File: src/rtl/time_edit_ctrl.sv
// Time-editing controller: mirrors RTC time in IDLE, lets the user edit
// hh/mm/ss with a cursor in EDIT, and hands the result to the RTC writer
// through a wr_req/wr_ack handshake in COMMIT.
module time_edit_ctrl (
   input  logic       clk,
   input  logic       reset,
   input  logic       btn_prog,
   input  logic       btn_left,
   input  logic       btn_right,
   input  logic       btn_up,
   input  logic       btn_down,
   input  logic [7:0] rtc_hour,
   input  logic [7:0] rtc_min,
   input  logic [7:0] rtc_sec,
   input  logic       rtc_valid,
   input  logic       wr_ack,
   output logic [7:0] hour_out1,
   output logic [7:0] hour_out2,
   output logic [7:0] hour_out3,
   output logic       programar_on,
   output logic [3:0] direccion_actual_pantalla,
   output logic       wr_req
);

   typedef enum logic [1:0] {
      IDLE   = 2'd0,
      EDIT   = 2'd1,
      COMMIT = 2'd2
   } state_t;

   state_t     state_q;
   logic [7:0] hh_q, mm_q, ss_q;
   logic [1:0] cur_q;
   logic       prog_on_q, wr_req_q;

   // Button order: {prog, left, right, up, down}
   logic [4:0] btn_d, btn_q, edge_d;
   logic       e_prog, e_left, e_right, e_up, e_down;

   // BCD increment with wrap at max; any invalid value restarts at 00.
   function automatic logic [7:0] bcd_inc(input logic [7:0] v, input logic [7:0] max);
      if (v[7:4] > 4'd9 || v[3:0] > 4'd9 || v >= max)
         return '0;
      else if (v[3:0] == 4'd9)
         return {v[7:4] + 4'd1, 4'd0};
      else
         return {v[7:4], v[3:0] + 4'd1};
   endfunction

   // BCD decrement with wrap to max; any invalid value jumps to max.
   function automatic logic [7:0] bcd_dec(input logic [7:0] v, input logic [7:0] max);
      if (v[7:4] > 4'd9 || v[3:0] > 4'd9 || v > max || v == 8'h00)
         return max;
      else if (v[3:0] == 4'd0)
         return {v[7:4] - 4'd1, 4'd9};
      else
         return {v[7:4], v[3:0] - 4'd1};
   endfunction

   // Rising-edge detection against the previous sampled button levels.
   always_comb begin
      btn_d   = {btn_prog, btn_left, btn_right, btn_up, btn_down};
      edge_d  = btn_d & ~btn_q;
      e_prog  = edge_d[4];
      e_left  = edge_d[3];
      e_right = edge_d[2];
      e_up    = edge_d[1];
      e_down  = edge_d[0];
   end

   // Mode FSM with registered time fields, cursor and handshake flags.
   always_ff @(posedge clk) begin
      // Loading btn_q during reset keeps a button held through reset silent.
      btn_q <= btn_d;
      if (reset) begin
         state_q   <= IDLE;
         hh_q      <= '0;
         mm_q      <= '0;
         ss_q      <= '0;
         cur_q     <= '0;
         prog_on_q <= 1'b0;
         wr_req_q  <= 1'b0;
      end else begin
         case (state_q)
            IDLE: begin
               cur_q     <= '0;
               prog_on_q <= 1'b0;
               wr_req_q  <= 1'b0;
               if (rtc_valid) begin
                  hh_q <= rtc_hour;
                  mm_q <= rtc_min;
                  ss_q <= rtc_sec;
               end
               if (e_prog) begin
                  state_q   <= EDIT;
                  prog_on_q <= 1'b1;
               end
            end
            EDIT: begin
               if (e_prog) begin
                  state_q  <= COMMIT;
                  wr_req_q <= 1'b1;
               end else if (e_up || e_down) begin
                  // Simultaneous up and down cancel but still block cursor moves.
                  if (e_up && !e_down) begin
                     case (cur_q)
                        2'd0:    hh_q <= bcd_inc(hh_q, 8'h23);
                        2'd1:    mm_q <= bcd_inc(mm_q, 8'h59);
                        default: ss_q <= bcd_inc(ss_q, 8'h59);
                     endcase
                  end else if (e_down && !e_up) begin
                     case (cur_q)
                        2'd0:    hh_q <= bcd_dec(hh_q, 8'h23);
                        2'd1:    mm_q <= bcd_dec(mm_q, 8'h59);
                        default: ss_q <= bcd_dec(ss_q, 8'h59);
                     endcase
                  end
               end else if (e_right && !e_left) begin
                  cur_q <= (cur_q == 2'd2) ? 2'd0 : cur_q + 2'd1;
               end else if (e_left && !e_right) begin
                  cur_q <= (cur_q == 2'd0) ? 2'd2 : cur_q - 2'd1;
               end
            end
            COMMIT: begin
               if (wr_ack) begin
                  state_q   <= IDLE;
                  wr_req_q  <= 1'b0;
                  prog_on_q <= 1'b0;
                  cur_q     <= '0;
               end
            end
            default: begin
               state_q   <= IDLE;
               prog_on_q <= 1'b0;
               wr_req_q  <= 1'b0;
            end
         endcase
      end
   end

   assign hour_out1                 = hh_q;
   assign hour_out2                 = mm_q;
   assign hour_out3                 = ss_q;
   assign programar_on              = prog_on_q;
   assign wr_req                    = wr_req_q;
   assign direccion_actual_pantalla = {2'b00, cur_q};

endmodule

File: config.mk
export PLATFORM = sky130hd
export DESIGN_NAME = time_edit_ctrl
export DESIGN_NICKNAME = d
export VERILOG_FILES = /design/src/rtl/time_edit_ctrl.sv
export SDC_FILE = /design/constraint.sdc
export NUM_CORES = 1
export LEC_CHECK = 0
export BUFFER_PORTS_ARGS = -buffer_cell sky130_fd_sc_hd__buf_4
export CORE_MARGIN = 2
export CORE_UTILIZATION = 50
export DETAILED_ROUTE_END_ITERATION = 6
export PLACE_DENSITY = 0.8
export SYNTH_ARGS = -nofsm -noshare
export SYNTH_HDL_FRONTEND = slang
export SYNTH_SLANG_ARGS = --single-unit
File: constraint.sdc
create_clock -name clk -period 2.85 [get_ports clk]
set_input_delay 0.285 -clock clk [delete_from_list [all_inputs] [get_ports clk]]
set_output_delay 0.285 -clock clk [all_outputs]
set_load 0.02 [all_outputs]
Word level (Yosys, flattened, before mapping)
Cells that the tools add are included.

Flip-flop bits (word level): 35. Input port bits: 33.

Bitwise logic cells: 3. Magnitude comparators: 12. Add/subtract/negate cells: 14. Mux-type cells: 52. Reduce and logical (&&, ||, !) cells: 42. Equal/unequal tests: 26.

Operators by type and width (count): $mux 8 (33); $pmux 8 s2 (3); $add 4x1->4 const B (6); $gt 4x4->1 const B (6); $logic_not 8->1 (3); $ne 4x4->1 const B (6); $sub 4x1->4 const B (6); $mux 2 (9); $ge 8x7->1 const B (2); $gt 8x7->1 const B (2); $ne 2x2->1 const B (8); $reduce_and 8->1 (2); $logic_or 1x1->1 (13); $eq 4x4->1 const B (3); $logic_not 4->1 (3); $ne 3x3->1 const B (4); $pmux 2 s3 (2); $reduce_and 6->1 (2); $reduce_and 9->1 (1); $ge 8x6->1 const B (1); $gt 8x6->1 const B (1); $reduce_and 7->1 (1); $and 5x5->5 (1); $not 5->5 (1); other kinds (18) (30).

Depth between registers and ports, before layout
Gate-level depths: netlist of the first run.

Word-level depth: 11. Depth in mapped cells: 11. Depth with buffers taken out: 9.

Worst setup path after synthesis of the first run
Ideal clock, no wire load.

Path kind: flip-flop to flip-flop. Start point: register btn_q[1]. End point: register mm_q[6], in the netlist hour_out2[6]. Stages on the path, launching flop included: 10. Setup time: 0.116 ns. Arrival: 1.994 ns. Path slack: 0.739 ns. Required time: 2.734 ns. Path through: dfxtp_1 -> nand2b_1 -> inv_1 -> ha_1 -> buf_2 -> nor2b_1 -> and4_1 -> a221o_1 -> a211o_1 -> a41o_1.

Word-level cells in the longest chain between the ends: 7. Elaborated cells on any way between the ends: 15.

Ends and longest elaborated chain: start, declared (RTL line 37) `logic [4:0] btn_d, btn_q, edge_d;`; start signal, assigned (RTL line 74) `btn_q <= btn_d;`; $not 5->5 * (RTL line 63) `edge_d = btn_d & ~btn_q;`; $and 5x5->5 * (RTL line 63); $logic_and 1x1->1 (RTL line 105) `if (e_up && !e_down) begin`; $mux 8 (RTL line 105); $mux 8 (RTL line 103) `end else if (e_up || e_down) begin`; $mux 8 (RTL line 100) `if (e_prog) begin`; $pmux 8 s2 (RTL line 84) `case (state_q)`; end signal, assigned (RTL line 91) `mm_q <= rtc_min;`; end signal, assigned (RTL line 108) `2'd1: mm_q <= bcd_inc(mm_q, 8'h59);`; end signal, assigned (RTL line 114) `2'd1: mm_q <= bcd_dec(mm_q, 8'h59);`; end, declared (RTL line 32) `logic [7:0] hh_q, mm_q, ss_q;`.

Every way passes the cells marked *; elsewhere a longest branch is shown, timed or not. The select of a mux whose other input is x is not followed. A chain may end at the register's enable or synchronous reset.

Worst setup path in the final report of the first run
Start point: register btn_q[1]. End point: register hh_q[5], in the netlist hour_out1[5].

Word-level cells in the longest chain between the ends: 7. Elaborated cells on any way between the ends: 15.

Ends and longest elaborated chain: $not 5->5 * (RTL line 63); $and 5x5->5 * (RTL line 63); $logic_and 1x1->1 (RTL line 105); $mux 8 (RTL line 105); $mux 8 (RTL line 103); $mux 8 (RTL line 100); $pmux 8 s2 (RTL line 84); end signal, assigned (RTL line 90) `hh_q <= rtc_hour;`; end signal, assigned (RTL line 107) `2'd0: hh_q <= bcd_inc(hh_q, 8'h23);`; end signal, assigned (RTL line 113) `2'd0: hh_q <= bcd_dec(hh_q, 8'h23);`; end, declared (RTL line 32).

Marked as above.

==> results of run 1 <==
[through the flow]
stage                     worst slack, ns  util (%)  hold WS, ns  power (uW)
final                               0.165      61.3       0.0858        1690
after global routing              0.00969      61.3       0.0768        1810
after CTS                           0.218      61.3       0.0831        1690
after detailed placement            0.240      59.8        0.399        1320
after global placement              0.310      59.8        0.397        1310
after floorplan                     0.739         -        0.313        1130
[metal layers]
metal	GRT usage, %	routed length [um]
met1	30.1	3590
met2	40.2	3820
met3	5.86	570
met4	7.30	131
met5	0	0
[cells by family after synthesis]
logic type / count (synthesis) / share of synthesized area (%)
other cells: 1 / 0.120
xor+xnor: 7 / 1.97
simple gates: 166 / 28.9
compound gates: 123 / 29.7
fa+ha+maj: 18 / 7.23
mux: 6 / 1.97
buf+inv: 51 / 7.55
flops: 35 / 22.5
[area by class of cell]
cell class	instances	area [um^2]	area share [%]
Timing Repair Buffer	67	503	13.8
Clock inverter	3	20.0	0.548
Tap cell	75	93.8	2.57
Inverter	22	82.6	2.26
Sequential cell	35	701	19.2
Clock buffer	5	68.8	1.88
Multi-Input combinational cell	322	2180	59.8
[state kept, by name, indices dropped and copies added (netlist names)]
register,flops
state_q,2
hour_out3,8
btn_q,5
wr_req,1
hour_out1,8
programar_on,1
hour_out2,8
cur_q,2
[cell usage in the layout (no fill, tap or decap), drive strengths merged, types with 4 or more instances in the layout]
| cell | count |
|---|---|
| a2111oi | 5 |
| a211oi | 4 |
| a21o | 5 |
| a21oi | 29 |
| and2 | 4 |
| buf | 67 |
| clkbuf | 5 |
| dfxtp | 35 |
| ha | 18 |
| inv | 22 |
| mux2i | 5 |
| nand2 | 42 |
| nand2b | 11 |
| nand3 | 22 |
| nor2 | 34 |
| nor2b | 11 |
| nor3 | 15 |
| nor3b | 5 |
| nor4 | 8 |
| o2111ai | 4 |
| o211ai | 4 |
| o21a | 5 |
| o21ai | 26 |
| o221ai | 5 |
| o311ai | 4 |
| o31ai | 5 |
| xor2 | 4 |
[critical path, cell delays in order, from the launching register on]
cell and delay, ns:
sky130_fd_sc_hd__dfxtp_1 0.30, sky130_fd_sc_hd__nand2b_1 0.17, sky130_fd_sc_hd__inv_1 0.07, sky130_fd_sc_hd__ha_1 0.67, sky130_fd_sc_hd__nor2b_1 0.32, sky130_fd_sc_hd__o2111ai_1 0.24
sky130_fd_sc_hd__or3_1 0.41, sky130_fd_sc_hd__o311a_4 0.16, sky130_fd_sc_hd__nand2b_1 0.15, sky130_fd_sc_hd__a21oi_1 0.12
[Yosys cell counts (3+ instances only)]
master	number
sky130_fd_sc_hd__xnor2_1	3
sky130_fd_sc_hd__buf_2	7
sky130_fd_sc_hd__a21oi_1	28
sky130_fd_sc_hd__o211ai_1	4
sky130_fd_sc_hd__or3_1	3
sky130_fd_sc_hd__a311oi_1	3
sky130_fd_sc_hd__o21ai_0	20
sky130_fd_sc_hd__clkbuf_1	12
sky130_fd_sc_hd__inv_1	22
sky130_fd_sc_hd__ha_1	18
sky130_fd_sc_hd__mux2i_1	5
sky130_fd_sc_hd__a211oi_1	4
sky130_fd_sc_hd__and3_1	3
sky130_fd_sc_hd__nand2_1	40
sky130_fd_sc_hd__o21ai_1	5
sky130_fd_sc_hd__buf_4	7
sky130_fd_sc_hd__and2_1	4
sky130_fd_sc_hd__o221ai_1	5
sky130_fd_sc_hd__nor3_1	14
sky130_fd_sc_hd__o311ai_0	3
sky130_fd_sc_hd__nand2b_1	11
sky130_fd_sc_hd__o21a_1	5
sky130_fd_sc_hd__xor2_1	4
sky130_fd_sc_hd__o2111ai_1	4
sky130_fd_sc_hd__nor3b_1	4
sky130_fd_sc_hd__nand3_1	20
sky130_fd_sc_hd__nor4_1	5
sky130_fd_sc_hd__nor2b_1	11
sky130_fd_sc_hd__nor2_1	34
sky130_fd_sc_hd__dfxtp_1	35
sky130_fd_sc_hd__a21o_1	5
sky130_fd_sc_hd__o31ai_1	4
[where the power goes]
part	switching (uW)	internal [uW]	total, uW
combinational	384	303	687
clock	208	170	378
sequential	97.1	532	629
[worst max path at each step]
stage	from	to	slack, ns	depth (start not counted)
final	btn_q[1]	hour_out1[5]	0.17	9
after global routing	btn_q[1]	hour_out3[4]	0.01	8
after CTS	btn_q[1]	hour_out1[5]	0.22	9
after detailed placement	btn_up	hour_out1[5]	0.24	10
after global placement	btn_up	hour_out3[4]	0.31	10
after floorplan	btn_q[1]	hour_out2[6]	0.74	9
==> metrics.cfg, run 1 <==
[status]
outcome = finished clean

[cts]
cts_root_buffer = sky130_fd_sc_hd__clkbuf_8
postCtsSetupRepairBufs = 0
ctsLongestPathBuffers = 2
cts_htree_levels = 2
cts.sink_count = 35
cts_inserted_buffers = 5
cts-hold-fix-buffers = 0
cts_repair_resize_count = 0
clk_pin_slew_ns = 0.08
clk_latency_worst_skew_pair_ns = 0.30
cts_tree = yes

[cells_and_area]
antennaDiodeCount = 0
final_nets = 504
layout.filler_cells = 581
stdcell_count = 529
stdcell_area_um2 = 3650
area_growth_syn_to_layout_pct = 17.2
ratio_of_cells_with_drive_above_1_in_the_final_layout_pct = 20.9

[worst_setup_path]
setup.worst_path.start_class = flip-flop
critical_path.max_fanout = 18
timing.critical_path.to_type = flip-flop
timing.critical_path.required_ns = 3.09
arrival_time_of_the_worst_setup_path_ns = 2.92
setup_slack_reg_to_reg_ns = 0.17
worst_r2r_startpoint = btn_q[1]
r2r-end = hour_out1[5]
critical_path_class = flip-flop to flip-flop
r2r_cells = 9

[logic_synthesis]
synth_seq_cells = 35
synth.largest_area_cell = sky130_fd_sc_hd__dfxtp_1
ys_dominant_reg_cell = sky130_fd_sc_hd__dfxtp_1
yosys.cell_types.count = 77
synthDominantCellAreaShare_pct = 22.5
syn_area_um2 = 3110
synthesis.instances = 407
yosysSeqAreaShare_pct = 22.5
synthesis.yosys.warnings = 0
synth_async_sr_flop_share_pct = 0
syn_area_per_cell_um2 = 7.65
ys_top_cells_by_area = sky130_fd_sc_hd__dfxtp_1, sky130_fd_sc_hd__ha_1, sky130_fd_sc_hd__nand2_1
number_of_flops_mapped_to_enable_cells_by_yosys = 0

[place]
gpl.final_weighted_congestion = 0.968
port_buffers = 60
placed_cell_area_um2 = 3560
placed_cells = 521
hpwl_um = 6080

[global_route]
grt_pass1_vias = 3033
all_layer_global_routing_usage_pct = 23.9
maximum_number_of_pins_on_one_net_before_global_route_repair = 32
grt_antenna_before_repair = 0
first_pass_grt_wire_length_um = 13900
global_route.overflow_total = 0

[route]
drt-pass1-iter-count = 5
drc = 0
route.vias.total = 3250
detail_route.wirelength_um = 8120
detail_route.iter0.violations = 272
average_vias_per_placed_instance = 6.14
drt.antenna.violating_nets = 0
wire_per_inst_um = 15.3

[worst_hold_path]
min-delay-path-class = input pin to flip-flop
hold_start = btn_right
min_path_cells = 1
worst_case_hold_path_end_point = btn_q[2]

[power_and_ir_drop]
power.static_leakage_uw = 0.00145
power_per_cell_area_nw_per_um2 = 464
worst_ir_drop_vdd_v = 0.000359

[sta]
final-setup-viol-count = 0
finalWorstPathRequiredPeriod_ns = 2.68
grt_setup_unrepaired = false
max_freq_mhz = 372
timing.final.max_slew_violations = 0
worst_slew_margin_rel_pct = 46.7
hold_viol = 0
fin_setup_tns_ns = 0
largest_clock_skew_in_the_final_design_ns = 0.00366
worstMarginPinSlew_ns = 0.800
min_period_over_period_pct = 94.2

[die]
core_region_area_um2 = 5960
rows = 28
floorplan.initialDensity_pct = 52.3
dieHeight_um = 82.9
die_area_um2 = 6880
die_w_um = 82.9
ioPinCount = 63

[job]
total_of_max_cap_violations = 0

(Power assumes the default switching activity.)
==> run 2, diff against run 1 <==
- BUFFER_PORTS_ARGS: -buffer_cell sky130_fd_sc_hd__buf_4 -> -buffer_cell sky130_fd_sc_hd__buf_2
- MAX_ROUTING_LAYER: not set -> met4
==> run 2 against run 1 <==
Flip-flop and latch count unchanged. Utilization fell by 2.6 points. Clock power is 2% lower. Largest cell class unchanged. Sequential power about the same. Global-route usage up 0.13 points. Hold slack better by 0.0076 ns. Setup slack better by 0.26 ns.
==> metrics.cfg, run 2 (synthesized netlist as in run 1, its figures left out) <==
[die]
die_w_um = 82.9  ; unchanged
die_area_um2 = 6880  ; unchanged
ioPinCount = 63  ; unchanged
rows = 28  ; unchanged
floorplan.initialDensity_pct = 52.3  ; unchanged
dieHeight_um = 82.9  ; unchanged
core_region_area_um2 = 5960  ; unchanged

[worst_setup_path]
timing.critical_path.to_type = flip-flop
worst_r2r_startpoint = btn_q[1]
r2r_cells = 8  ; -1
timing.critical_path.required_ns = 3.03  ; -0.06 ns
r2r-end = hour_out3[2]
crit_end = hour_out3[2]
setup.worst_path.start_class = flip-flop
setup_slack_reg_to_reg_ns = 0.43  ; +0.26 ns
critical_path.max_fanout = 18  ; unchanged
timing.critical_path.cells = nand2b_1 > inv_1 > ha_2 > nor2b_1 > and2_1 > nor2b_1 > a221oi_1 > a2111oi_0
critical_path_class = flip-flop to flip-flop
arrival_time_of_the_worst_setup_path_ns = 2.61  ; -0.31 ns
critical-path-max-stage-delay_ns = 0.45  ; -0.22 ns
worst_setup_path_startpoint = btn_q[1]
critPathMostFrequentCell = sky130_fd_sc_hd__nor2b_1
crit_slowest_cell = sky130_fd_sc_hd__nor2b_1

[global_route]
all_layer_global_routing_usage_pct = 24.1  ; +0.13 points
global_route.overflow_total = 0  ; unchanged
grt_pass1_vias = 3008  ; -0.82%
first_pass_grt_wire_length_um = 13600  ; -2.0%
maximum_number_of_pins_on_one_net_before_global_route_repair = 32  ; unchanged
grt_antenna_before_repair = 0  ; unchanged

[status]
outcome = finished clean

[power_and_ir_drop]
total_switching_power_uw = 678  ; -1.5%
intPower_uw = 974  ; -3.1%
power_per_cell_area_nw_per_um2 = 472  ; +1.8%
combinational_power_share_pct = 39.3  ; -1.2 points
p_seq_share_pct = 38.3  ; +1.1 points
power.static_leakage_uw = 0.00141  ; -2.6%
worst_ir_drop_vdd_v = 0.000403  ; +12%
sw_frac_of_total_pct = 41.0  ; +0.41 points
power.share.clock_pct = 22.4  ; about the same

[cells_and_area]
layout_common_cells = sky130_fd_sc_hd__buf_2, sky130_fd_sc_hd__nand2_1, sky130_fd_sc_hd__dfxtp_1
antennaDiodeCount = 0  ; unchanged
ratio_of_cells_with_drive_above_1_in_the_final_layout_pct = 21.2  ; +0.27 points
final_nets = 503  ; -0.20%
stdcell_count = 528  ; -0.19%
area_growth_syn_to_layout_pct = 12.3
layout.filler_cells = 564  ; -2.9%
stdcell_area_um2 = 3500  ; -4.2%
layout.cells.most_common = sky130_fd_sc_hd__buf_2

[route]
drt.antenna.violating_nets = 0  ; unchanged
average_vias_per_placed_instance = 6.10  ; -0.64%
drc = 0  ; unchanged
detail_route.wirelength_um = 8000  ; -1.5%
drt-pass1-iter-count = 5  ; unchanged
detail_route.iter0.violations = 217  ; -20%
route.vias.total = 3223  ; -0.83%
wire_per_inst_um = 15.1  ; -1.3%

[sta]
grt_setup_unrepaired = false
final-setup-viol-count = 0  ; unchanged
post-route-worst-setup-slack_ns = 0.427  ; +0.262 ns
finalWorstPathRequiredPeriod_ns = 2.42  ; -0.262 ns
fin_setup_tns_ns = 0  ; unchanged
worstMarginPinSlew_ns = 0.733  ; -0.0671 ns
largest_clock_skew_in_the_final_design_ns = 0.00569  ; +0.00204 ns
timing.final.max_slew_violations = 0  ; unchanged
max_freq_mhz = 413  ; +11%
min_period_over_period_pct = 85.0  ; -9.2 points
worst_slew_margin_rel_pct = 50.6  ; +4.0 points
hold_viol = 0  ; unchanged
worst_hold_slack_ns = 0.0934  ; +0.00765 ns

[cts]
cts.sink_count = 35  ; unchanged
postCtsSetupRepairBufs = 0  ; unchanged
ctsLongestPathBuffers = 2  ; unchanged
cts_htree_levels = 2  ; unchanged
cts_tree = yes
cts_inserted_buffers = 5  ; unchanged
cts_root_buffer = sky130_fd_sc_hd__clkbuf_8
clk_latency_worst_skew_pair_ns = 0.30  ; about the same
clk_pin_slew_ns = 0.08  ; about the same

[place]
placement.setup.worst_slack_ns = 0.226  ; -0.0143 ns
placed_cell_area_um2 = 3410  ; -4.4%
hpwl_um = 6090  ; about the same
port_buffers = 60  ; unchanged
placed_cells = 520  ; -0.19%
gpl.final_weighted_congestion = 0.945  ; -2.4%

[job]
total_of_max_cap_violations = 0  ; unchanged

[worst_hold_path]
min-delay-path-class = input pin to flip-flop

## run 2: cell types whose count changed in the layout (fill, tap and decap cells not counted), sizes merged
cell  before  now
buf       67   66
## run 2: power by group through the flow
| stage | logic [uW] | registers [uW] | clock network (uW) |
|---|---|---|---|
| 6_report | 650 | 632 | 371 |
| 5_1_grt | 722 | 644 | 394 |
| 4_1_cts | 648 | 630 | 374 |
| 3_5_place_dp | 643 | 642 | 0 |
| 3_3_place_gp | 630 | 641 | 0 |
| 2_1_floorplan | 490 | 635 | 0 |
## run 2: what timing repair did
item	in CTS	in global routing
gates resized for setup	0	1
hold buffers	0	0
endpoints found under the setup margin	0	2
## run 2: cell type report
cell class | instances | area [um^2] | share of cell area, %
Tap cell | 75 | 93.8 | 2.68
Sequential cell | 35 | 701 | 20.0
Inverter | 22 | 82.6 | 2.36
Clock buffer | 5 | 68.8 | 1.97
Timing Repair Buffer | 66 | 345 | 9.87
Multi-Input combinational cell | 322 | 2190 | 62.5
Clock inverter | 3 | 20.0 | 0.572
## run 2: stage by stage
step	total power, uW	util [%]
after floorplan	1130	-
after global placement	1270	57.2
after detailed placement	1290	57.2
after CTS	1650	58.7
after global routing	1760	58.7
final	1650	58.7
## run 2: worst min path at each step
stage | to | slack (ns) | cells past startpoint | startpoint
3_5_place_dp | btn_q[2] | 0.40 | 1 | btn_right
4_1_cts | btn_q[2] | 0.09 | 1 | btn_right
6_report | btn_q[2] | 0.09 | 1 | btn_right
3_3_place_gp | btn_q[2] | 0.40 | 1 | btn_right
2_1_floorplan | btn_q[0] | 0.31 | 0 | btn_down
5_1_grt | btn_q[2] | 0.09 | 1 | btn_right
## run 2: routing by layer
metal / wire length [um] / up-vias / track usage (%)
li1: - / 1581 / -
met1: 3580 / 1509 / 30.0
met2: 3740 / 118 / 38.1
met3: 544 / 15 / 5.07
met4: 136 / 0 / 9.39
met5: 0 / - / -
## run 2: critical path, delay by kind of cell, from the launching register on
family / cells / cell delay [ns]
AOI/OAI and AO/OA: 2 / 0.46
DFF: 1 / 0.30
adders and majority gates: 1 / 0.43
buffers and inverters: 1 / 0.07
and+or+nand+nor: 4 / 1.04
==> run 3, diff against run 2 <==
--- a/config.mk
+++ b/config.mk
@@ -8,2 +8,3 @@
 export BUFFER_PORTS_ARGS = -buffer_cell sky130_fd_sc_hd__buf_2
+export CAP_MARGIN = 10
 export CORE_MARGIN = 2
==> constraint.sdc (replaced) <==
create_clock -name clk -period 2.85 [get_ports clk]
set_input_delay 0.57 -clock clk [delete_from_list [all_inputs] [get_ports clk]]
set_output_delay 0.57 -clock clk [all_outputs]
set_load 0.02 [all_outputs]
==> run 3 against run 2 <==
Total power is 11% higher. Register-to-register slack improved by 0.03 ns. Critical path type unchanged. Hold slack better by 0.29 ns. Setup slack better by 0.027 ns. Non-clock buffer count grew 5. Largest power group unchanged. Combinational power up 2%. Clock power grew 47%. Die area is the same. Via count is 2.1% higher. Maximum frequency grew 1.1%. Largest cell class unchanged.
==> metrics.cfg, run 3 (synthesized netlist as in run 1, its figures left out) <==
[cells_and_area]
stdcell_area_um2 = 3580  ; +2.4%
layout_common_cells = sky130_fd_sc_hd__buf_2, sky130_fd_sc_hd__nand2_1, sky130_fd_sc_hd__dfxtp_1
ratio_of_cells_with_drive_above_1_in_the_final_layout_pct = 21.8  ; +0.64 points
final_nets = 508  ; +0.99%
layout.cells.most_common = sky130_fd_sc_hd__buf_2
area_growth_syn_to_layout_pct = 15.0
antennaDiodeCount = 0  ; unchanged
layout.filler_cells = 574  ; +1.8%

[worst_setup_path]
critical-path-max-stage-delay_ns = 0.42  ; -0.03 ns
crit_end = hour_out2[6]
timing.critical_path.cells = nand2b_1 > inv_1 > ha_1 > buf_4 > inv_1 > and2_1 > a221o_1 > a211o_1 > a41o_1
r2r-end = hour_out2[6]
timing.critical_path.required_ns = 3.03  ; about the same
critical_path_class = flip-flop to flip-flop
setup_slack_reg_to_reg_ns = 0.45  ; +0.03 ns
setup.worst_path.start_class = flip-flop
critical_path.max_fanout = 11  ; -7
r2r_cells = 9  ; +1
crit_slowest_cell = sky130_fd_sc_hd__ha_1
timing.critical_path.to_type = flip-flop
worst_r2r_startpoint = btn_q[1]
arrival_time_of_the_worst_setup_path_ns = 2.57  ; -0.04 ns
worst_setup_path_startpoint = btn_q[1]
critPathMostFrequentCell = sky130_fd_sc_hd__inv_1

[route]
drc = 0  ; unchanged
detail_route.wirelength_um = 8450  ; +5.7%
drt.antenna.violating_nets = 0  ; unchanged
route.vias.total = 3292  ; +2.1%
wire_per_inst_um = 15.9  ; +4.7%
average_vias_per_placed_instance = 6.18  ; +1.2%
drt-pass1-iter-count = 5  ; unchanged
detail_route.iter0.violations = 237  ; +9.2%

[sta]
hold_viol = 0  ; unchanged
worstMarginPinSlew_ns = 0.677  ; -0.0565 ns
fin_setup_tns_ns = 0  ; unchanged
final-setup-viol-count = 0  ; unchanged
largest_clock_skew_in_the_final_design_ns = 0.00924  ; +0.00355 ns
worst_slew_margin_rel_pct = 54.6  ; +4.0 points
min_period_over_period_pct = 84.1  ; -0.95 points
max_freq_mhz = 417  ; +1.1%
finalWorstPathRequiredPeriod_ns = 2.40  ; -0.0272 ns
timing.final.max_slew_violations = 0  ; unchanged
grt_setup_unrepaired = false

[place]
hpwl_um = 6250  ; +2.7%
gpl.final_weighted_congestion = 0.969  ; +2.5%
placed_cell_area_um2 = 3440  ; +1.1%
port_buffers = 60  ; unchanged

[die]
die_area_um2 = 6880  ; unchanged
die_w_um = 82.9  ; unchanged
dieHeight_um = 82.9  ; unchanged
rows = 28  ; unchanged
floorplan.initialDensity_pct = 52.3  ; unchanged
core_region_area_um2 = 5960  ; unchanged
ioPinCount = 63  ; unchanged

[cts]
postCtsSetupRepairBufs = 0  ; unchanged
clk_pin_slew_ns = 0.08  ; about the same
clk_latency_worst_skew_pair_ns = 0.29  ; about the same
ctsLongestPathBuffers = 2  ; unchanged
cts.sink_count = 35  ; unchanged
cts_repair_resize_count = 0  ; unchanged
cts_root_buffer = sky130_fd_sc_hd__clkbuf_8
cts-hold-fix-buffers = 0  ; unchanged
cts_htree_levels = 2  ; unchanged
cts_inserted_buffers = 5  ; unchanged
cts_tree = yes

[power_and_ir_drop]
total_switching_power_uw = 685  ; +1.0%
power.share.clock_pct = 29.6  ; +7.2 points
intPower_uw = 1160  ; +19%
power_per_cell_area_nw_per_um2 = 514  ; +8.9%
power.static_leakage_uw = 0.00146  ; +3.5%
p_seq_share_pct = 34.5  ; -3.8 points
sw_frac_of_total_pct = 37.2  ; -3.8 points
worst_ir_drop_vdd_v = 0.000291  ; -28%
report.power.total_uw = 1840  ; +11%
combinational_power_share_pct = 35.9  ; -3.4 points

[global_route]
first_pass_grt_wire_length_um = 14100  ; +3.9%
maximum_number_of_pins_on_one_net_before_global_route_repair = 25  ; -22%
grt.busiest_layer = met2
groute.layer.met1.usage_pct = 32.8  ; +2.8 points
all_layer_global_routing_usage_pct = 24.8  ; +0.75 points
global_route.overflow_total = 0  ; unchanged
globalRouteMet2Util_pct = 38.6  ; +0.51 points
grt_antenna_before_repair = 0  ; unchanged
grt_util_met3_pct = 4.27  ; -0.80 points
grt_pass1_vias = 3062  ; +1.8%

[job]
total_of_max_cap_violations = 0  ; unchanged

[worst_hold_path]
min-delay-path-class = input pin to flip-flop

[status]
outcome = finished clean

[run 3: cell count changes in the layout (fill, tap and decap cells not counted), sizes merged]
cell and change:
bufinv +2, clkinv -1, clkinvlp -1, buf +5
[run 3: worst min-delay path by stage]
stage	start	endpoint	slack [ns]	depth (start not counted)
after floorplan	btn_q[4]	state_q[0]	0.55	3
after global placement	wr_req	wr_req	0.50	2
after detailed placement	wr_req	wr_req	0.50	2
after CTS	btn_right	btn_q[2]	0.38	1
after global routing	btn_right	btn_q[2]	0.37	1
final	btn_right	btn_q[2]	0.38	1
[run 3: stage by stage]
step	hold slack, ns	std cells	setup slack [ns]	utilization, %
2_1_floorplan	0.552	408	0.486	-
3_3_place_gp	0.495	525	0.257	57.8
3_5_place_dp	0.504	525	0.202	57.8
4_1_cts	0.378	533	0.475	60.1
5_1_grt	0.373	533	0.342	60.1
6_report	0.383	533	0.454	60.1
[run 3: routing by layer]
layer	up-vias	wire length (um)
met3	14	475
met5	-	0
met4	0	120
met1	1558	3830
li1	1599	-
met2	121	4030
[run 3: layout make-up]
cell class	count	area [um^2]	area share (%)
multi-input combinational	322	2180	61.0
timing repair buffer	71	383	10.7
clock inverter	3	67.6	1.89
inverter	22	82.6	2.31
tap	75	93.8	2.62
clock buffer	5	68.8	1.92
sequential	35	701	19.6
[run 3: worst max-delay path, delay by kind of cell, from the launching register on]
kind                       cells  cell delay [ns]
adders and majority gates      1             0.42
and+or+nand+nor                2             0.32
buffers and inverters          3             0.40
DFF                            1             0.30
AOI/OAI and AO/OA              3             0.84
[run 3: power groups by stage]
stage	combinational [uW]	clock (uW)	sequential, uW
2_1_floorplan	490	0	635
3_3_place_gp	632	0	641
3_5_place_dp	649	0	644
4_1_cts	653	549	633
5_1_grt	726	573	647
6_report	660	546	636
